## config.mk

```make
export PLATFORM = sky130hd
export DESIGN_NAME = fp_mul_ctrl
export DESIGN_NICKNAME = d
export VERILOG_FILES = /design/src/rtl/fp_mul_ctrl_pkg.sv /design/src/rtl/fp_mul_ctrl.sv
export SDC_FILE = /design/constraint.sdc
export NUM_CORES = 1
export LEC_CHECK = 0
export CORE_UTILIZATION = 40
export CTS_CLUSTER_SIZE = 25
export DETAILED_ROUTE_END_ITERATION = 8
export PLACE_DENSITY = 0.8
export SETUP_SLACK_MARGIN = 0.4
export SYNTH_ARGS = -nofsm -noshare
export SYNTH_HDL_FRONTEND = slang
export SYNTH_SLANG_ARGS = --single-unit
```

## constraint.sdc

```tcl
create_clock -name clk -period 5.1 [get_ports clk]
set_input_delay 1.53 -clock clk [delete_from_list [all_inputs] [get_ports clk]]
set_output_delay 1.53 -clock clk [all_outputs]
set_load 0.005 [all_outputs]
```

## src/rtl/fp_mul_ctrl_pkg.sv

```systemverilog
// fp_mul_ctrl_pkg: shared FPU rounding codes, flag bit indices and controller state encoding.
package fp_mul_ctrl_pkg;
  localparam logic [2:0] RM_RNE = 3'd0;
  localparam logic [2:0] RM_RZ  = 3'd1;
  localparam logic [2:0] RM_RD  = 3'd2;
  localparam logic [2:0] RM_RU  = 3'd3;
  localparam logic [2:0] RM_RNA = 3'd4;
  localparam logic [31:0] FP_NANQ = 32'h7FC00000;
  localparam int FLAG_NV = 4;
  localparam int FLAG_DZ = 3;
  localparam int FLAG_OF = 2;
  localparam int FLAG_UF = 1;
  localparam int FLAG_NX = 0;
  typedef enum logic [1:0] {IDLE, RUN, DONE} state_e;
  function automatic logic rm_legal(input logic [2:0] rm);
    return rm <= RM_RNA;
  endfunction
endpackage

```

## src/rtl/fp_mul_ctrl.sv

```systemverilog
// fp_mul_ctrl: issues one multiply to fp_mul, holds operands for its latency, returns the result and sticky flags.
module fp_mul_ctrl
  import fp_mul_ctrl_pkg::*;
#(
  parameter int W   = 32,
  parameter int LAT = 2,
  parameter int CW  = 2
) (
  input  logic         clk,
  input  logic         rst,
  input  logic         in_valid,
  output logic         in_ready,
  input  logic [W-1:0] in_a,
  input  logic [W-1:0] in_b,
  input  logic [2:0]   in_rm,
  output logic         out_valid,
  input  logic         out_ready,
  output logic [W-1:0] out_res,
  output logic [4:0]   out_flags,
  output logic [4:0]   fflags,
  input  logic         fflags_clr,
  output logic         busy,
  output logic         mul_act,
  output logic [W-1:0] mul_in1,
  output logic [W-1:0] mul_in2,
  output logic [2:0]   mul_rm,
  input  logic [W-1:0] mul_out,
  input  logic         mul_ov,
  input  logic         mul_un,
  input  logic         mul_done,
  input  logic         mul_inv,
  input  logic         mul_inexact
);
  state_e state_q, state_d;
  logic [CW-1:0] cnt_q, cnt_d;
  logic [W-1:0] a_q, a_d, b_q, b_d, res_q, res_d;
  logic [2:0] rm_q, rm_d;
  logic [4:0] flags_q, flags_d, ff_q, ff_d, new_flags;
  logic cap;
  always_comb begin
    state_d = state_q;
    cnt_d = cnt_q;
    a_d = a_q;
    b_d = b_q;
    rm_d = rm_q;
    res_d = res_q;
    cap = 1'b0;
    new_flags = '0;
    case (state_q)
      IDLE: if (in_valid) begin
        if (rm_legal(in_rm)) begin
          a_d = in_a;
          b_d = in_b;
          rm_d = in_rm;
          cnt_d = '0;
          state_d = RUN;
        end else begin
          // illegal rounding mode never reaches fp_mul: answer with a quiet NaN and NV
          cap = 1'b1;
          new_flags = 5'b00001 << FLAG_NV;
          res_d = W'(FP_NANQ);
          state_d = DONE;
        end
      end
      RUN: begin
        cnt_d = (cnt_q == CW'(LAT)) ? cnt_q : cnt_q + 1'b1;
        if (cnt_q == CW'(LAT) && mul_done) begin
          cap = 1'b1;
          new_flags = {mul_inv, 1'b0, mul_ov, mul_un, mul_inexact};
          res_d = mul_out;
          state_d = DONE;
        end
      end
      DONE: state_d = out_ready ? IDLE : DONE;
      default: state_d = IDLE;
    endcase
    flags_d = cap ? new_flags : flags_q;
    ff_d = (fflags_clr ? 5'd0 : ff_q) | new_flags;
  end
  always_ff @(posedge clk or negedge rst) begin
    if (!rst) begin
      state_q <= IDLE;
      cnt_q <= '0;
      a_q <= '0;
      b_q <= '0;
      rm_q <= '0;
      res_q <= '0;
      flags_q <= '0;
      ff_q <= '0;
    end else begin
      state_q <= state_d;
      cnt_q <= cnt_d;
      a_q <= a_d;
      b_q <= b_d;
      rm_q <= rm_d;
      res_q <= res_d;
      flags_q <= flags_d;
      ff_q <= ff_d;
    end
  end
  assign in_ready = state_q == IDLE;
  assign out_valid = state_q == DONE;
  assign busy = state_q != IDLE;
  assign mul_act = state_q == RUN;
  assign mul_in1 = a_q;
  assign mul_in2 = b_q;
  assign mul_rm = rm_q;
  assign out_res = res_q;
  assign out_flags = flags_q;
  assign fflags = ff_q;
endmodule

```

==> flow_metrics.tcl, run 1 <==
set metrics [dict create \
    pwr-share-clk_pct 14.7 \
    insertion_delay_ns 0.37 \
    syn_area_um2 4470 \
    die_h_um 108 \
    timing.final.crit_share_pct 66.3 \
    power_density_nw_per_um2 548 \
    grt_pass1_vias 3573 \
    cp.required_ns 5.36 \
    layout-drive-gt1-share_pct 14.7 \
    wirelength_um 11200 \
    ys_warn_count 0 \
    h-tree-depth 3 \
    wl_per_cell_um 16.0 \
    switching_share_pct 27.9 \
    grt_usage_pct 20.0 \
    synth_seq_area_share_pct 62.2 \
    final-max-slew-violation-count 0 \
    dp_hpwl_um 8180 \
    slew-limit-headroom_pct 51.0 \
    drv_cap 0 \
    use_met2_pct 33.3 \
    crit_type "in -> reg" \
    synth_ff_type "dfrtp_1" \
    status "finished, final reports clean" \
    area_growth_pct 55.5 \
    core_um2 10800 \
    ys_ff_latch 111 \
    viasPerCell 4.79 \
    grt_max_degree 59 \
    pwr-share-seq_pct 40.2 \
    cts_buffer_depth 2 \
    ios 222 \
    cts_root_buf "clkbuf_8" \
    rsz0062_at_grt "no" \
    post-route-util_pct 64.1 \
    pwr-share-comb_pct 45.1 \
    synth_edf_count 0 \
    finalNetCount 669 \
    arrival_ns 3.64 \
    cellLeakagePower_nw 2.94 \
    placed_area_um2 6730 \
    cp-start-kind "input pin" \
    path_clk_slew_ns 0.09 \
    synthArstFlopShare_pct 100 \
    die_x_um 108 \
    total_power_mw 3.81 \
    drtAntennaViolNets 0 \
    row_count 38 \
    fmax_ghz 0.296 \
    cts_inserted_buffers 9 \
    ctsHoldBuffers 0 \
    vias 3366 \
    clkSinkCount 111 \
    worst_clock_skew_ns 0.00946 \
    pre_cts_ws_ns 1.34 \
    fin_cells 703 \
    first_pass_iters 6 \
    drc 0 \
    antenna_found_initial 0 \
    die_area_um2 11600 \
    netlist-cell-type-count 35 \
    drt_iter0_drc 230 \
    cts-resized-gates 0 \
    hold-worst-slack_ns 0.493 \
    stdcell_area_um2 6950 \
    port_buffers 219 \
    initial_utilization_pct 41.2 \
    end_kind "register" \
    top_usage_layer "met2" \
    irDropWorstVdd_v 0.000254 \
    p_switching_mw 1.06 \
    worst_pin_slew_ns 0.735 \
    syn_avg_cell_area_um2 13.1 \
    setup_tns_ns 0 \
    insertedDiodeCount 0 \
    p_int_mw 2.75 \
    grt_pass1_wl_um 17800 \
    hold_path_class "reg -> reg" \
    hold_viol 0 \
    grt_use_met1_pct 24.5 \
    dpl.cell_count 688 \
    synth_cells 340 \
    cts_post_setup_buffers_inserted 0 \
    setup_slack_ns 1.72 \
    cp_max_fo 44 \
    setup_viol 0 \
    grt_overflow 0 \
    gp_congestion 0.726 \
    cts_tree "yes" \
    use_met3_pct 4.66 \
    period_minus_slack_ns 3.38 \
]
[metal layers]
| layer | wire length [um] | vias up |
|---|---|---|
| met5 | 0 | - |
| met4 | 324 | 0 |
| met3 | 787 | 25 |
| met2 | 5630 | 145 |
| met1 | 4500 | 1625 |
| li1 | - | 1571 |
[area by class of cell]
cell class,instances,area [um^2]
Sequential cell,111,2780
Timing Repair Buffer,226,2240
Tap cell,140,175
Clock buffer,13,179
Inverter,7,26.3
Multi-Input combinational cell,204,1510
Clock inverter,2,37.5
Fill cell,858,3890
[cell usage after synthesis (2+ instances only)]
| cell | n | area share [%] |
|---|---|---|
| clkbuf_2 | 2 | 0.22 |
| nand2b_1 | 2 | 0.28 |
| dfrtp_1 | 111 | 62 |
| buf_12 | 3 | 1.3 |
| nand3_1 | 4 | 0.45 |
| buf_4 | 4 | 0.67 |
| buf_1 | 2 | 0.17 |
| mux2_2 | 28 | 7.1 |
| mux2_1 | 8 | 2.0 |
| inv_1 | 7 | 0.59 |
| o21ai_0 | 31 | 3.5 |
| clkbuf_1 | 5 | 0.42 |
| mux2_4 | 30 | 10 |
| nand2_1 | 55 | 4.6 |
| nor2_1 | 20 | 1.7 |
| a21oi_1 | 9 | 1.0 |
[critical path, stage by stage]
cell and delay, ns:
clkdlybuf4s50_1 0.52, or3b_4 0.43, nor2_4 0.12, buf_4 0.58, mux2_2 0.41
[cells in the final DEF, fill, tap and decap left out, types with 9 or more instances in the layout]
cell and instances:
a21oi_1 9, mux2_2 28, mux2_4 30, nor2_1 20
o21ai_0 31, nand2_1 55, clkbuf_8 13, clkdlybuf4s50_1 218
dfrtp_1 111
[power by group through the flow]
stage,logic (mW),clock network (mW),registers (mW)
floorplan,0.639,0,1.56
global route,1.85,0.605,1.58
finish,1.72,0.560,1.53
global placement,1.68,0,1.53
detailed placement,1.73,0,1.55
CTS,1.74,0.575,1.53
[path summary, 6_finish.rpt]
path | to | slack, ns | startpoint | depth (start not counted)
worst max register to register | mul_in2[13] | 2.91 | state_q[0] | 4
worst min register to register | mul_in2[8] | 0.49 | mul_in2[8] | 1
min in group asynchronous | out_res[8] | 1.21 | rst | 1
max in group asynchronous | mul_in2[14] | 3.02 | rst | 2
worst max-delay path | mul_in2[13] | 1.72 | in_valid | 5
worst min-delay path | mul_in2[8] | 0.49 | mul_in2[8] | 1
[registers in the layout, summed over array words and instances (netlist names)]
signal,cells
state_q,2
mul_rm,3
mul_in2,32
out_flags,4
fflags,4
cnt_q,2
out_res,32
mul_in1,32
[kinds of logic (layout without fill, tap and decap cells)]
family | Yosys count | after routing | synth area share [%]
flops | 111 | 111 | 62.2
compound gates | 47 | 47 | 5.71
buf+inv | 26 | 248 | 4.12
fa+ha+maj | 1 | 1 | 0.280
mux | 66 | 66 | 19.2
simple gates | 88 | 88 | 8.46
other cells | 1 | 2 | 0.0840
Note: power is estimated with default switching activity, not from simulation.
==> inputs of run 2 (changes only) <==
Settings changed: CORE_UTILIZATION 40 to 36, PLACE_DENSITY 0.8 to 0.76.
Clock period 5.1 ns to 2.75 ns, I/O delays scaled along.
==> flow_metrics.tcl, run 2 (synthesis gave the netlist of run 1 again) <==
set metrics [dict create \
    viasPerCell 4.51 \
    die_x_um 113 \
    drt_iter0_drc 170 \
    drc 0 \
    grt_overflow 0 \
    insertedDiodeCount 0 \
    clkSinkCount 111 \
    final_cell_mix "clkdlybuf4s50_1 (217), dfrtp_1 (109), nand2_1 (55), o21ai_0 (31), mux2_4 (30)" \
    path_clk_slew_ns 0.07 \
    status "finished, final reports clean" \
    cts_tree "yes" \
    rsz0062_at_grt "no" \
    setup_slack_ns 0.434 \
    end_kind "register" \
    port_buffers 219 \
    initial_utilization_pct 37.0 \
    setup_viol 0 \
    worst_clock_skew_ns 0.00610 \
    crit_type "in -> reg" \
    hold_viol 0 \
    ios 222 \
    cts_root_buf "clkbuf_16" \
    ctsHoldBuffers 0 \
    arrival_ns 2.53 \
    dpl.cell_count 728 \
    fmax_ghz 0.432 \
    post-route-util_pct 59.8 \
    cts_buffer_depth 2 \
    first_pass_iters 4 \
    cellLeakagePower_nw 3.07 \
    cp.required_ns 2.97 \
    area_growth_pct 61.6 \
    cp_max_fo 17 \
    grt_usage_pct 18.1 \
    period_minus_slack_ns 2.32 \
    pre_cts_ws_ns 0.0785 \
    placed_area_um2 6910 \
    wl_per_cell_um 15.1 \
    grt_pass1_wl_um 18300 \
    die_area_um2 12900 \
    drtAntennaViolNets 0 \
    cp-start-kind "input pin" \
    insertion_delay_ns 0.33 \
    wirelength_um 11300 \
    mostFrequentLayoutCell "clkdlybuf4s50_1" \
    gp_congestion 0.736 \
    finalNetCount 684 \
    final-max-slew-violation-count 0 \
    dp_hpwl_um 8310 \
    irDropWorstVdd_v 0.000438 \
    die_h_um 113 \
    drv_cap 0 \
    vias 3362 \
    setup_tns_ns 0 \
    h-tree-depth 3 \
    core_um2 12100 \
    grt_max_degree 49 \
    timing.final.crit_share_pct 84.2 \
    row_count 40 \
    fin_cells 746 \
    antenna_found_initial 0 \
    fill_cells 1005 \
    stdcell_area_um2 7220 \
    cts_inserted_buffers 9 \
    layout-drive-gt1-share_pct 17.5 \
    power_density_nw_per_um2 1020 \
    grt_pass1_vias 3547 \
    hold_path_class "in -> async" \
]
-- run 2: layout make-up --
| class | count | area (um^2) | area share [%] |
|---|---|---|---|
| sequential | 111 | 2780 | 38.5 |
| timing repair buffer | 241 | 2400 | 33.3 |
| multi-input combinational | 204 | 1520 | 21.0 |
| clock buffer | 10 | 229 | 3.17 |
| tap | 168 | 210 | 2.91 |
| clock inverter | 5 | 50.0 | 0.693 |
| inverter | 7 | 26.3 | 0.364 |
-- run 2: worst paths after layout --
check,start,to,slack [ns],cells past startpoint
worst max register to register,state_q[1],mul_in1[21],0.82,6
worst min-delay path,rst,mul_in1[12],0.44,1
worst min register to register,mul_in2[5],mul_in2[5],0.49,1
worst max-delay path,in_valid,mul_in1[21],0.43,6
min in group clk,mul_in2[5],mul_in2[5],0.49,1
max in group asynchronous,rst,state_q[0],1.67,2
-- run 2: what timing repair did --
| action | 4_1_cts | 5_1_grt |
|---|---|---|
| setup buffers | 2 | 1 |
| resized for setup | 6 | 0 |
| setup endpoints to repair | 4 | 3 |
| pin swaps | 0 | 0 |
-- run 2: metrics by stage --
step	power (mW)	hold WS, ns
6_report	7.38	0.440
2_1_floorplan	4.08	0.483
4_1_cts	7.47	0.449
3_3_place_gp	6.06	0.473
3_5_place_dp	6.15	0.476
5_1_grt	7.84	0.459
-- run 2: power breakdown --
part | switching, mW | internal, mW | total (mW)
logic | 1.02 | 2.26 | 3.28
clock network | 0.543 | 0.696 | 1.24
registers | 0.443 | 2.41 | 2.86
-- run 2: routing by layer --
| metal | vias up | track usage [%] | part of all wire [%] |
|---|---|---|---|
| met4 | 0 | 4.56 | 1.1 |
| met1 | 1611 | 24.0 | 45 |
| met3 | 11 | 5.42 | 6.6 |
| met2 | 132 | 29.1 | 47 |
| met5 | - | 0 | 0 |
| li1 | 1608 | - | - |
-- run 2: worst max-delay path, cell delays in order --
cell and delay, ns:
clkdlybuf4s50_1 0.47, or3b_4 0.41, nor2_4 0.15, buf_12 0.18, buf_4 0.18, mux2_4 0.31
